## config.mk

```make
export PLATFORM = sky130hd
export DESIGN_NAME = vga_sync_decoder_flat
export DESIGN_NICKNAME = d
export VERILOG_FILES = /design/src/rtl/vga_sync_pkg.sv /design/src/rtl/vga_sync_decoder_if.sv /design/src/rtl/vga_edge_det.sv /design/src/rtl/vga_sync_decoder.sv /design/src/flat_wrapper.sv
export SDC_FILE = /design/constraint.sdc
export NUM_CORES = 1
export LEC_CHECK = 0
export CAP_MARGIN = 20
export CELL_PAD_IN_SITES_DETAIL_PLACEMENT = 0
export CELL_PAD_IN_SITES_GLOBAL_PLACEMENT = 1
export CORE_ASPECT_RATIO = 1.5
export CORE_MARGIN = 2
export CORE_UTILIZATION = 44
export DETAILED_ROUTE_END_ITERATION = 7
export DONT_BUFFER_PORTS = 1
export PLACE_DENSITY = 0.81
export SLEW_MARGIN = 15
export SYNTH_ARGS = -nofsm -noshare
export SYNTH_HDL_FRONTEND = slang
export SYNTH_SLANG_ARGS = --single-unit
```

## constraint.sdc

```tcl
create_clock -name CLK25 -period 1.8 [get_ports CLK25]
set_clock_uncertainty 0.1 [all_clocks]
set_input_delay 0.36 -clock CLK25 [delete_from_list [all_inputs] [get_ports CLK25]]
set_output_delay 0.36 -clock CLK25 [all_outputs]
set_load 0.02 [all_outputs]
```

## src/rtl/vga_sync_pkg.sv

```systemverilog
// Shared definitions for the VGA sync decoder: lock-state enum, default 640x480 timing and the
// counter width.
package vga_sync_pkg;

  localparam int unsigned CntW = 10;

  localparam int unsigned DefHTotal     = 800;
  localparam int unsigned DefVTotal     = 525;
  localparam int unsigned DefHActStart  = 144;
  localparam int unsigned DefVActStart  = 35;
  localparam int unsigned DefHAct       = 640;
  localparam int unsigned DefVAct       = 480;
  localparam int unsigned DefLockFrames = 2;

  typedef enum logic [1:0] {
    StSearch,
    StMeasure,
    StLocked
  } sync_state_e;

  // Half-open range test [lo, hi) on counter-width values.
  function automatic logic in_span(logic [CntW-1:0] val, logic [CntW-1:0] lo,
                                   logic [CntW-1:0] hi);
    return (val >= lo) && (val < hi);
  endfunction

endpackage

```

## src/rtl/vga_sync_decoder_if.sv

```systemverilog
// Sync inputs and decoded timing outputs of the VGA sync decoder.
interface vga_sync_decoder_if;
  import vga_sync_pkg::*;

  logic            Hsync;
  logic            Vsync;
  logic            Nblank;
  logic [CntW-1:0] pix_x;
  logic [CntW-1:0] pix_y;
  logic            active;
  logic            lock;
  logic            frame_start;
  logic            err;
  logic [CntW-1:0] h_meas;
  logic [CntW-1:0] v_meas;

  modport master (
    output Hsync, Vsync, Nblank,
    input  pix_x, pix_y, active, lock, frame_start, err, h_meas, v_meas
  );

  modport slave (
    input  Hsync, Vsync, Nblank,
    output pix_x, pix_y, active, lock, frame_start, err, h_meas, v_meas
  );

endinterface

```

## src/rtl/vga_edge_det.sv

```systemverilog
// Two-flop front end for an active-low sync line; flags the cycle after the first low sample.
module vga_edge_det (
  input  logic clk_i,
  input  logic rst_ni,
  input  logic sync_i,
  output logic fall_o
);

  logic d1_q, d2_q;

  always_ff @(posedge clk_i or negedge rst_ni) begin
    if (!rst_ni) begin
      d1_q <= 1'b1;
      d2_q <= 1'b1;
    end else begin
      d1_q <= sync_i;
      d2_q <= d1_q;
    end
  end

  assign fall_o = d2_q & ~d1_q;

endmodule

```

## src/rtl/vga_sync_decoder.sv

```systemverilog
// Measures Hsync/Vsync timing, locks onto the configured mode and regenerates pixel coordinates.
// Optional Nblank cross-check while locked: define VGA_SYNC_DEC_BLANK_CHECK_EN.
module vga_sync_decoder
  import vga_sync_pkg::*;
#(
  parameter int unsigned H_TOTAL     = DefHTotal,
  parameter int unsigned V_TOTAL     = DefVTotal,
  parameter int unsigned H_ACT_START = DefHActStart,
  parameter int unsigned V_ACT_START = DefVActStart,
  parameter int unsigned H_ACT       = DefHAct,
  parameter int unsigned V_ACT       = DefVAct,
  parameter int unsigned LOCK_FRAMES = DefLockFrames
) (
  input logic               CLK25,
  input logic               Nreset,
  vga_sync_decoder_if.slave vga_io
);

  localparam logic [CntW-1:0] HLast     = CntW'(H_TOTAL - 1);
  localparam logic [CntW-1:0] VLast     = CntW'(V_TOTAL - 1);
  localparam logic [CntW-1:0] HActStart = CntW'(H_ACT_START);
  localparam logic [CntW-1:0] VActStart = CntW'(V_ACT_START);
  localparam logic [CntW-1:0] HActEnd   = CntW'(H_ACT_START + H_ACT);
  localparam logic [CntW-1:0] VActEnd   = CntW'(V_ACT_START + V_ACT);
  localparam logic [CntW-1:0] CntAll    = '1;
  localparam logic [2:0]      LockGood  = 3'(LOCK_FRAMES);

  logic h_fall, v_fall;

  vga_edge_det u_h_det (
    .clk_i  (CLK25),
    .rst_ni (Nreset),
    .sync_i (vga_io.Hsync),
    .fall_o (h_fall)
  );

  vga_edge_det u_v_det (
    .clk_i  (CLK25),
    .rst_ni (Nreset),
    .sync_i (vga_io.Vsync),
    .fall_o (v_fall)
  );

  logic [CntW-1:0] hcnt_q, hcnt_d, vcnt_q, vcnt_d, h_meas_q, v_meas_q;
  logic            h_sat;

  assign h_sat = (hcnt_q == CntAll);

  always_comb begin
    hcnt_d = h_sat ? hcnt_q : hcnt_q + 1'b1;
    if (h_fall) hcnt_d = '0;
    vcnt_d = vcnt_q;
    if (v_fall) begin
      vcnt_d = '0;
    end else if (h_fall && (vcnt_q != CntAll)) begin
      vcnt_d = vcnt_q + 1'b1;
    end
  end

  always_ff @(posedge CLK25 or negedge Nreset) begin
    if (!Nreset) begin
      hcnt_q   <= '0;
      vcnt_q   <= '0;
      h_meas_q <= '0;
      v_meas_q <= '0;
    end else begin
      hcnt_q <= hcnt_d;
      vcnt_q <= vcnt_d;
      if (h_fall) h_meas_q <= hcnt_q;
      if (v_fall) v_meas_q <= vcnt_q;
    end
  end

  logic win;
  assign win = in_span(hcnt_q, HActStart, HActEnd) && in_span(vcnt_q, VActStart, VActEnd);

  sync_state_e state_q;
  logic [2:0]  good_q, good_inc;
  logic        frame_bad_q, frame_bad_d, line_bad, frame_ok, mism, blank_err;
  logic        lock_q, err_q, fs_q;

  // The line closed by a coincident Hsync fall still belongs to the frame being judged.
  assign line_bad    = (h_fall && (hcnt_q != HLast)) || h_sat;
  assign frame_ok    = !frame_bad_q && !line_bad && (vcnt_q == VLast);
  assign frame_bad_d = v_fall ? 1'b0 : (frame_bad_q | line_bad);
  assign good_inc    = good_q + 3'd1;
  assign mism        = (h_fall && (hcnt_q != HLast)) || (v_fall && (vcnt_q != VLast)) || h_sat;

`ifdef VGA_SYNC_DEC_BLANK_CHECK_EN
  logic nb_d1_q, nb_d2_q;

  // Two stages so Nblank lines up with the counters behind the sync front end.
  always_ff @(posedge CLK25 or negedge Nreset) begin
    if (!Nreset) begin
      nb_d1_q <= 1'b0;
      nb_d2_q <= 1'b0;
    end else begin
      nb_d1_q <= vga_io.Nblank;
      nb_d2_q <= nb_d1_q;
    end
  end

  assign blank_err = (nb_d2_q != win);
`else
  logic unused_nblank;
  assign unused_nblank = vga_io.Nblank;
  assign blank_err     = 1'b0;
`endif

  always_ff @(posedge CLK25 or negedge Nreset) begin
    if (!Nreset) begin
      state_q     <= StSearch;
      good_q      <= '0;
      frame_bad_q <= 1'b0;
      lock_q      <= 1'b0;
      err_q       <= 1'b0;
      fs_q        <= 1'b0;
    end else begin
      err_q       <= 1'b0;
      fs_q        <= 1'b0;
      frame_bad_q <= frame_bad_d;
      unique case (state_q)
        StSearch: begin
          if (v_fall) begin
            state_q <= StMeasure;
            good_q  <= '0;
          end
        end
        StMeasure: begin
          if (v_fall) begin
            if (!frame_ok) begin
              good_q <= '0;
            end else if (good_inc == LockGood) begin
              good_q  <= good_inc;
              state_q <= StLocked;
              lock_q  <= 1'b1;
            end else begin
              good_q <= good_inc;
            end
          end
        end
        StLocked: begin
          if (mism) begin
            err_q   <= 1'b1;
            lock_q  <= 1'b0;
            state_q <= StMeasure;
            good_q  <= '0;
          end else begin
            err_q <= blank_err;
            fs_q  <= v_fall;
          end
        end
        default: state_q <= StSearch;
      endcase
    end
  end

  logic [CntW-1:0] pix_x_q, pix_y_q;
  logic            active_q;

  always_ff @(posedge CLK25 or negedge Nreset) begin
    if (!Nreset) begin
      pix_x_q  <= '0;
      pix_y_q  <= '0;
      active_q <= 1'b0;
    end else begin
      pix_x_q  <= win ? hcnt_q - HActStart : '0;
      pix_y_q  <= win ? vcnt_q - VActStart : '0;
      active_q <= win && (state_q == StLocked);
    end
  end

  assign vga_io.pix_x       = pix_x_q;
  assign vga_io.pix_y       = pix_y_q;
  assign vga_io.active      = active_q;
  assign vga_io.lock        = lock_q;
  assign vga_io.frame_start = fs_q;
  assign vga_io.err         = err_q;
  assign vga_io.h_meas      = h_meas_q;
  assign vga_io.v_meas      = v_meas_q;

endmodule

```

## src/flat_wrapper.sv

```systemverilog
// flat-port wrapper written by rule: the top's interface ports become plain ports
module vga_sync_decoder_flat import vga_sync_pkg::*;
#(
  parameter int unsigned H_TOTAL     = DefHTotal,
  parameter int unsigned V_TOTAL     = DefVTotal,
  parameter int unsigned H_ACT_START = DefHActStart,
  parameter int unsigned V_ACT_START = DefVActStart,
  parameter int unsigned H_ACT       = DefHAct,
  parameter int unsigned V_ACT       = DefVAct,
  parameter int unsigned LOCK_FRAMES = DefLockFrames
)
  (CLK25, Nreset, vga_io_Hsync, vga_io_Vsync, vga_io_Nblank, vga_io_pix_x, vga_io_pix_y, vga_io_active, vga_io_lock, vga_io_frame_start, vga_io_err, vga_io_h_meas, vga_io_v_meas);
  vga_sync_decoder_if vga_io_i ();
  input logic CLK25;
  input logic Nreset;
  input wire logic [$bits(vga_io_i.Hsync)-1:0] vga_io_Hsync;
  input wire logic [$bits(vga_io_i.Vsync)-1:0] vga_io_Vsync;
  input wire logic [$bits(vga_io_i.Nblank)-1:0] vga_io_Nblank;
  output wire logic [$bits(vga_io_i.pix_x)-1:0] vga_io_pix_x;
  output wire logic [$bits(vga_io_i.pix_y)-1:0] vga_io_pix_y;
  output wire logic [$bits(vga_io_i.active)-1:0] vga_io_active;
  output wire logic [$bits(vga_io_i.lock)-1:0] vga_io_lock;
  output wire logic [$bits(vga_io_i.frame_start)-1:0] vga_io_frame_start;
  output wire logic [$bits(vga_io_i.err)-1:0] vga_io_err;
  output wire logic [$bits(vga_io_i.h_meas)-1:0] vga_io_h_meas;
  output wire logic [$bits(vga_io_i.v_meas)-1:0] vga_io_v_meas;
  assign vga_io_i.Hsync = vga_io_Hsync;
  assign vga_io_i.Vsync = vga_io_Vsync;
  assign vga_io_i.Nblank = vga_io_Nblank;
  assign vga_io_pix_x = vga_io_i.pix_x;
  assign vga_io_pix_y = vga_io_i.pix_y;
  assign vga_io_active = vga_io_i.active;
  assign vga_io_lock = vga_io_i.lock;
  assign vga_io_frame_start = vga_io_i.frame_start;
  assign vga_io_err = vga_io_i.err;
  assign vga_io_h_meas = vga_io_i.h_meas;
  assign vga_io_v_meas = vga_io_i.v_meas;
  vga_sync_decoder #(.H_TOTAL(H_TOTAL), .V_TOTAL(V_TOTAL), .H_ACT_START(H_ACT_START), .V_ACT_START(V_ACT_START), .H_ACT(H_ACT), .V_ACT(V_ACT), .LOCK_FRAMES(LOCK_FRAMES)) u_core (.CLK25(CLK25), .Nreset(Nreset), .vga_io(vga_io_i));
endmodule
```

==> results of run 1 <==
-- metrics by stage --
| step | hold slack [ps] | worst slack [ps] | power, uW | area, um2 | cells |
|---|---|---|---|---|---|
| 2_1_floorplan | -35.59 | -27.77 | 2151 | 3462 | 336 |
| 3_3_place_gp | -33.20 | -102.5 | 2346 | 3844 | 469 |
| 3_5_place_dp | -33.72 | -175.5 | 2361 | 3844 | 469 |
| 4_1_cts | -391.9 | -150.4 | 4187 | 4273 | 491 |
| 5_1_grt | -399.2 | -264.6 | 4421 | 4544 | 495 |
| 6_report | -381.7 | -136.5 | 4236 | 4544 | 495 |
-- worst register-to-register path, delay by kind of cell (launching register included) --
kind                       cells  cell delay, ps
AOI/OAI and AO/OA              1             470
adders and majority gates      1             170
DFF                            1             400
buffers and inverters          1             150
and+or+nand+nor                3             410
muxes                          1             150
-- power by group through the flow --
stage          Combinational, uW  Clock [uW]  Sequential (uW)
3_5_place_dp                 440           0             1920
4_1_cts                      457        1840             1890
3_3_place_gp                 429           0             1920
6_report                     531        1810             1900
5_1_grt                      588        1920             1910
2_1_floorplan                231           0             1920
-- cell families (layout without fill, tap and decap cells) --
logic type               count (synthesis)  count (layout)  synth area share (%)
AO/OA/AOI/OAI                           39              39                 8.306
AND/OR/NAND/NOR                        154             154                 22.37
flip-flops                              74              74                 54.06
adder cells (fa/ha/maj)                  9               9                 3.279
multiplexers                             3               3                0.8744
buffers and inverters                   35              92                 5.501
XOR/XNOR                                22              22                 5.610
-- final cells by class --
cell class / instances / area (um2) / area share [%]
Clock buffer: 11 / 252.7 / 5.562
Clock inverter: 5 / 52.55 / 1.156
Inverter: 14 / 52.55 / 1.156
Multi-Input combinational cell: 227 / 1685 / 37.09
Sequential cell: 74 / 1864 / 41.02
Tap cell: 102 / 127.6 / 2.808
Timing Repair Buffer: 62 / 509.2 / 11.21
-- sequential cells by signal, indices dropped and copies added (netlist names), 2 cells and up --
name and cells:
u_core.hcnt_q 10, u_core.vga_io.pix_x 10, u_core.good_q 3, u_core.vga_io.v_meas 10, u_core.vcnt_q 10, u_core.vga_io.pix_y 10, u_core.vga_io.h_meas 10, u_core.state_q 2
-- placed cells by master, fill, tap and decap left out, types with 5 or more instances in the layout --
cell type  Yosys  final
nor2_1        46     33
o21ai_0       11     10
nand2_1       56     56
buf_4          0     53
inv_1         14     10
ha_4           0      5
xor2_1         9      9
buf_6          5      5
nand3_1        7      5
xnor2_1       13     12
dfrtp_1       70     64
dfrtp_2        0      6
nor2_4         0      7
a21oi_1       10      6
nor2_2         0      6
clkbuf_16      0      9
-- timing repair --
item                                   4_1_cts  5_1_grt
setup buffers                                4        4
setup endpoints to repair                   17       45
pin swaps                                    5       22
gates resized for setup                     18       55
endpoints found under the hold margin       76       74
-- how the worst max path moves through the flow --
stage,startpoint,endpoint,slack [ps]
after floorplan,u_core.hcnt_q[1],u_core.good_q[1],-30
after detailed placement,u_core.hcnt_q[0],u_core.good_q[0],-180
after global placement,u_core.hcnt_q[0],u_core.state_q[1],-100
final,u_core.hcnt_q[1],u_core.good_q[0],-140
after global routing,u_core.hcnt_q[1],u_core.good_q[0],-260
after CTS,u_core.hcnt_q[5],u_core.good_q[0],-150
-- layer usage --
| metal | routed length (um) | share of wire (%) |
|---|---|---|
| met3 | 324 | 4.2 |
| met1 | 2958 | 39 |
| met5 | 0 | 0 |
| met4 | 164 | 2.1 |
| met2 | 4209 | 55 |
==> metrics.yaml, run 1 <==
worst_setup_path:
  timing.critical_path.to_type: "flop"
  rrSetupSlack_ps: -140
  timing.critical_path.max_delay_family: "compound AO/OA/AOI/OAI gates"
  critical_path.cell_chain: "ha_4 -> nand3_4 -> o41a_1 -> nor3b_4 -> buf_6 -> nand3_2 -> mux2i_1"
  critical_path_arrival_ps: 2090
  worstReg2RegEnd: "u_core.good_q[0]"
  reg2reg_depth: 7
  worstSetupStartpointType: "flop"
  critical_path_cell_count: 7
  classification_of_the_worst_setup_path: "flop to flop"
  reg2reg_from: "u_core.hcnt_q[1]"
  crit_slowest_cell: "o41a_1"
  path_max_fanout: 4
  timing.critical_path.buf_inv: 1
  critical_path_required_ps: 1950
  cp_peak_stage_delay_ps: 470
drt:
  dr.pass1.iters: 4
  routed-via-count: 2508
  detail_route.wirelength_mm: 7.656
  drt_first_iter_violations: 179
  drt_drc_violations_left: 0
  avgViaCountPerCell: 5.067
  drt.antenna.violating_nets: 0
  drt-wirelength-per-cell_um: 15.47
global_routing:
  globalRouteOverflowTotal: 0
  use_met2_pct: 33.75
  grt_pass1_vias: 2654
  groute.layer.met1.usage_pct: 20.73
  grt.met3_usage_pct: 6.350
  grt_max_degree: 75
  busiest_layer: "met2"
  grt_antenna_before_repair: 0
  grt_use_total_pct: 19.24
  grt_first_pass_wirelength_mm: 12.73
final_layout:
  num_antenna_cells: 0
  fraction_of_layout_instances_using_a_drive_strength_above_1_pct: 36.13
  synthToLayoutAreaGrowth_pct: 32.31
  nets: 402
  n_fill_cell: 648
  post-route-util_pct: 59.70
timing:
  grt_setup_unrepaired: "true"
  fmaxAchievable_ghz: 0.5164
  fin_crit_sh_pct: 107.6
  relSlewSlack_pct: 64.43
  timing.final.hold_violations: 74
  setup_ws_ps: -136.5
  worst_pin_slew_ps: 533.6
  finalCriticalPeriod_ps: 1937
  fin_setup_tns_ps: -712.9
  setup_violations: 10
  whs_ps: -381.7
  slew_violations: 0
cts:
  cts.reportedPaths.clkPinSlew_ps: 60
  tritoncts_clock_tree: "built"
  cts_max_level: 3
  clk_root_buffer_cell: "clkbuf_16"
  ctsHoldBuffers: 2
  cts.sinks: 74
  cts-root-to-sink-buffers: 2
  worst_skew_pair.late_latency_ps: 340
  tritoncts.num_buffers: 9
synth:
  synth.cells.most_frequent: "dfrtp_1 (70), nand2_1 (56), nor2_1 (46)"
  synthesis.instances: 336
  synthesized_flop_and_latch_total: 74
  synthArstFlopShare_pct: 100.0
  synth-edff-count: 0
  netlist-cell-type-count: 51
  yosys_warnings: 0
  synthesized_cell_area_um2: 3435
  postSynthAreaPerCell_um2: 10.22
  seq_total_area_yosys_pct: 54.06
  ys_dominant_reg_cell: "dfrtp_1"
  post_synth_main_area_contributors: "dfrtp_1 (51%), nand2_1 (6.1%), nor2_1 (5.0%)"
  mappedNetlistNets: 350
  synth_top_cell_area_share_pct: 51.00
  yosysMostFrequentCell: "dfrtp_1"
  post-synth-top-area-cell: "dfrtp_1"
floorplanning:
  die_area_um2: 8543
  rows: 39
  initial_core_utilization_pct: 45.12
  boundaryPins: 49
  die_x_um: 76.14
  die_y_um: 112.2
  coreArea_um2: 7612
power_and_ir_drop:
  power.combinational.fraction_pct: 12.5
  seqPwrFrac_pct: 44.9
  share_clk_of_total_power_pct: 42.6
  internal_power_uw: 3157
  cellLeakagePower_uw: 0.002142
  p_switching_uw: 1079
  sw_frac_of_total_pct: 25.48
  peakVddDrop_mv: 0.5419
  power_density_over_the_cells_nw_per_um2: 932.2
flow_run:
  max_cap_viol_count: 0
run_status:
  outcome: "complete, but fails checks"
  violated_checks: "negative hold slack, negative setup slack"
place:
  place.gp.congestion: 0.8636
  port-buffer-count: 0
  detailedPlacementHpwl_mm: 5.169
worst_hold_path:
  tightest_hold_check_type: "primary input to asynchronous set/reset pin"
No activity file was read; power rests on OpenSTA's default activity.
==> run 2: changes to the inputs <==
==> constraint.sdc (replaced) <==
create_clock -name CLK25 -period 1.8 [get_ports CLK25]
set_clock_uncertainty 0.1 [all_clocks]
set_input_delay 0.18 -clock CLK25 [delete_from_list [all_inputs] [get_ports CLK25]]
set_output_delay 0.18 -clock CLK25 [all_outputs]
set_load 0.02 [all_outputs]
==> metrics.yaml, run 2 (synthesis gave the netlist of run 1 again) <==
drt:
  dr.pass1.iters: 7
  avgViaCountPerCell: 5.043
  met3_length_um: 290
  dr_wl_met2_mm: 3.874
  met1Wirelength_mm: 3.013
  routed-via-count: 2481
  drt.antenna.violating_nets: 0
  drt_drc_violations_left: 0
  detail_route.wirelength_mm: 7.381
  drt-wirelength-per-cell_um: 15.00
  route.top_layer_used: "met4"
  drt_first_iter_violations: 169
timing:
  setup_ws_ps: -124.1
  fin_crit_sh_pct: 106.9
  relSlewSlack_pct: 67.66
  grt_setup_unrepaired: "true"
  fmaxAchievable_ghz: 0.5197
  finalCriticalPeriod_ps: 1924
  timing.final.hold_violations: 74
  slew_violations: 0
  setup_violations: 8
  whs_ps: -562.9
  worst_pin_slew_ps: 485.1
cts:
  tritoncts_clock_tree: "built"
  clk_root_buffer_cell: "clkbuf_16"
  worst_skew_pair.late_latency_ps: 340
  cts.reportedPaths.clkPinSlew_ps: 60
  cts.sinks: 74
  ctsHoldBuffers: 2
  cts_max_level: 3
  tritoncts.num_buffers: 9
  cts-root-to-sink-buffers: 2
worst_setup_path:
  critical_path.cell_chain: "ha_4 -> nand3_4 -> o41a_1 -> nor3b_4 -> o221ai_2 -> mux2i_1"
  critical_path_arrival_ps: 2030
  timing.critical_path.max_delay_family: "compound AO/OA/AOI/OAI gates"
  cp_peak_stage_delay_ps: 460
  critical_path_required_ps: 1910
  timing.critical_path.to_type: "flop"
  rrSetupSlack_ps: -120
  worstSetupStartpointType: "flop"
  crit_slowest_cell: "o41a_1"
  path_max_fanout: 6
  classification_of_the_worst_setup_path: "flop to flop"
  reg2reg_from: "u_core.hcnt_q[0]"
  reg2reg_depth: 6
  worstReg2RegEnd: "u_core.good_q[1]"
  timing.critical_path.buf_inv: 0
run_status:
  outcome: "complete, but fails checks"
  violated_checks: "negative hold slack, negative setup slack"
power_and_ir_drop:
  post-layout-total-power_uw: 4206
  share_clk_of_total_power_pct: 43.4
  power.combinational.fraction_pct: 11.3
  power_density_over_the_cells_nw_per_um2: 967.4
  p_switching_uw: 1023
  cellLeakagePower_uw: 0.002094
  sw_frac_of_total_pct: 24.32
  internal_power_uw: 3183
  peakVddDrop_mv: 0.6400
  seqPwrFrac_pct: 45.2
floorplanning:
  coreArea_um2: 7612
  initial_core_utilization_pct: 45.12
  die_y_um: 112.2
  boundaryPins: 49
  die_area_um2: 8543
  die_x_um: 76.14
  rows: 39
final_layout:
  layout.cell_area.non_filler_um2: 4348
  nets: 399
  layout_common_cells: "dfrtp_1 (64), nand2_1 (55), buf_4 (51)"
  n_fill_cell: 707
  fraction_of_layout_instances_using_a_drive_strength_above_1_pct: 29.49
  final_common_cell: "dfrtp_1"
  num_antenna_cells: 0
  synthToLayoutAreaGrowth_pct: 26.59
place:
  detailedPlacementHpwl_mm: 5.119
  placed_area_um2: 3829
  port-buffer-count: 0
  place.gp.congestion: 0.8813
  preCtsSetupSlack_ps: -148.5
global_routing:
  grt_use_total_pct: 18.81
  grt_max_degree: 75
  globalRouteOverflowTotal: 0
  grt_antenna_before_repair: 0
  grt_first_pass_wirelength_mm: 12.36
  grt_pass1_vias: 2595
flow_run:
  max_cap_viol_count: 0
worst_hold_path:
  tightest_hold_check_type: "primary input to asynchronous set/reset pin"
[run 2: changes by cell type in the layout (fill, tap and decap cells not counted), sizes merged]
cell / previous run / this run
buf: 60 / 57
clkbuf: 11 / 14
clkinv: 3 / 1
clkinvlp: 1 / 0
[run 2: stage by stage]
stage	utilization [%]	std cells	hold slack (ps)	TNS (ps)
floorplan	-	336	-215.6	-27.77
global placement	50.30	467	-213.2	-823.8
detailed placement	50.30	467	-213.1	-1249
CTS	55.79	487	-578.7	-907.3
global route	57.12	492	-582.5	-2046
finish	57.12	492	-562.9	-715.5
[run 2: cell type report]
type / instances / area [um2] / share of cell area (%)
clock buffers: 14 / 274.0 / 6.302
inverters: 14 / 52.55 / 1.209
repair buffers: 59 / 470.5 / 10.82
multi-input cells: 227 / 1524 / 35.05
well taps: 102 / 127.6 / 2.935
clock inverters: 2 / 35.03 / 0.8058
flip-flops and latches: 74 / 1864 / 42.88
[run 2: power by group through the flow]
stage	Sequential (uW)	Clock, uW	Combinational (uW)
floorplan	1920	0	231
CTS	1900	1880	451
global route	1910	1950	530
detailed placement	1920	0	438
finish	1900	1830	477
global placement	1920	0	427
[run 2: timing repair]
| item | CTS | global route |
|---|---|---|
| endpoints found under the setup margin | 26 | 42 |
| setup buffers | 1 | 6 |
| pin swaps | 5 | 11 |
| gates cloned | 1 | 0 |
| hold endpoints to repair | 76 | 74 |
| resized for setup | 20 | 14 |
[run 2: how the worst max path moves through the flow]
stage | startpoint | slack, ps | endpoint | cells past startpoint
floorplan | u_core.hcnt_q[1] | -30 | u_core.good_q[1] | 6
global placement | u_core.hcnt_q[0] | -100 | u_core.good_q[1] | 6
detailed placement | u_core.hcnt_q[0] | -150 | u_core.state_q[1] | 6
CTS | u_core.hcnt_q[0] | -130 | u_core.good_q[1] | 6
global route | u_core.hcnt_q[0] | -220 | u_core.good_q[0] | 6
finish | u_core.hcnt_q[0] | -120 | u_core.good_q[1] | 6
[run 2: routing by layer]
| metal | global-route usage [%] | up-vias |
|---|---|---|
| met2 | 32.38 | 47 |
| met3 | 5.627 | 13 |
| met5 | 0 | - |
| met1 | 21.12 | 1213 |
| met4 | 9.697 | 0 |
| li1 | - | 1208 |
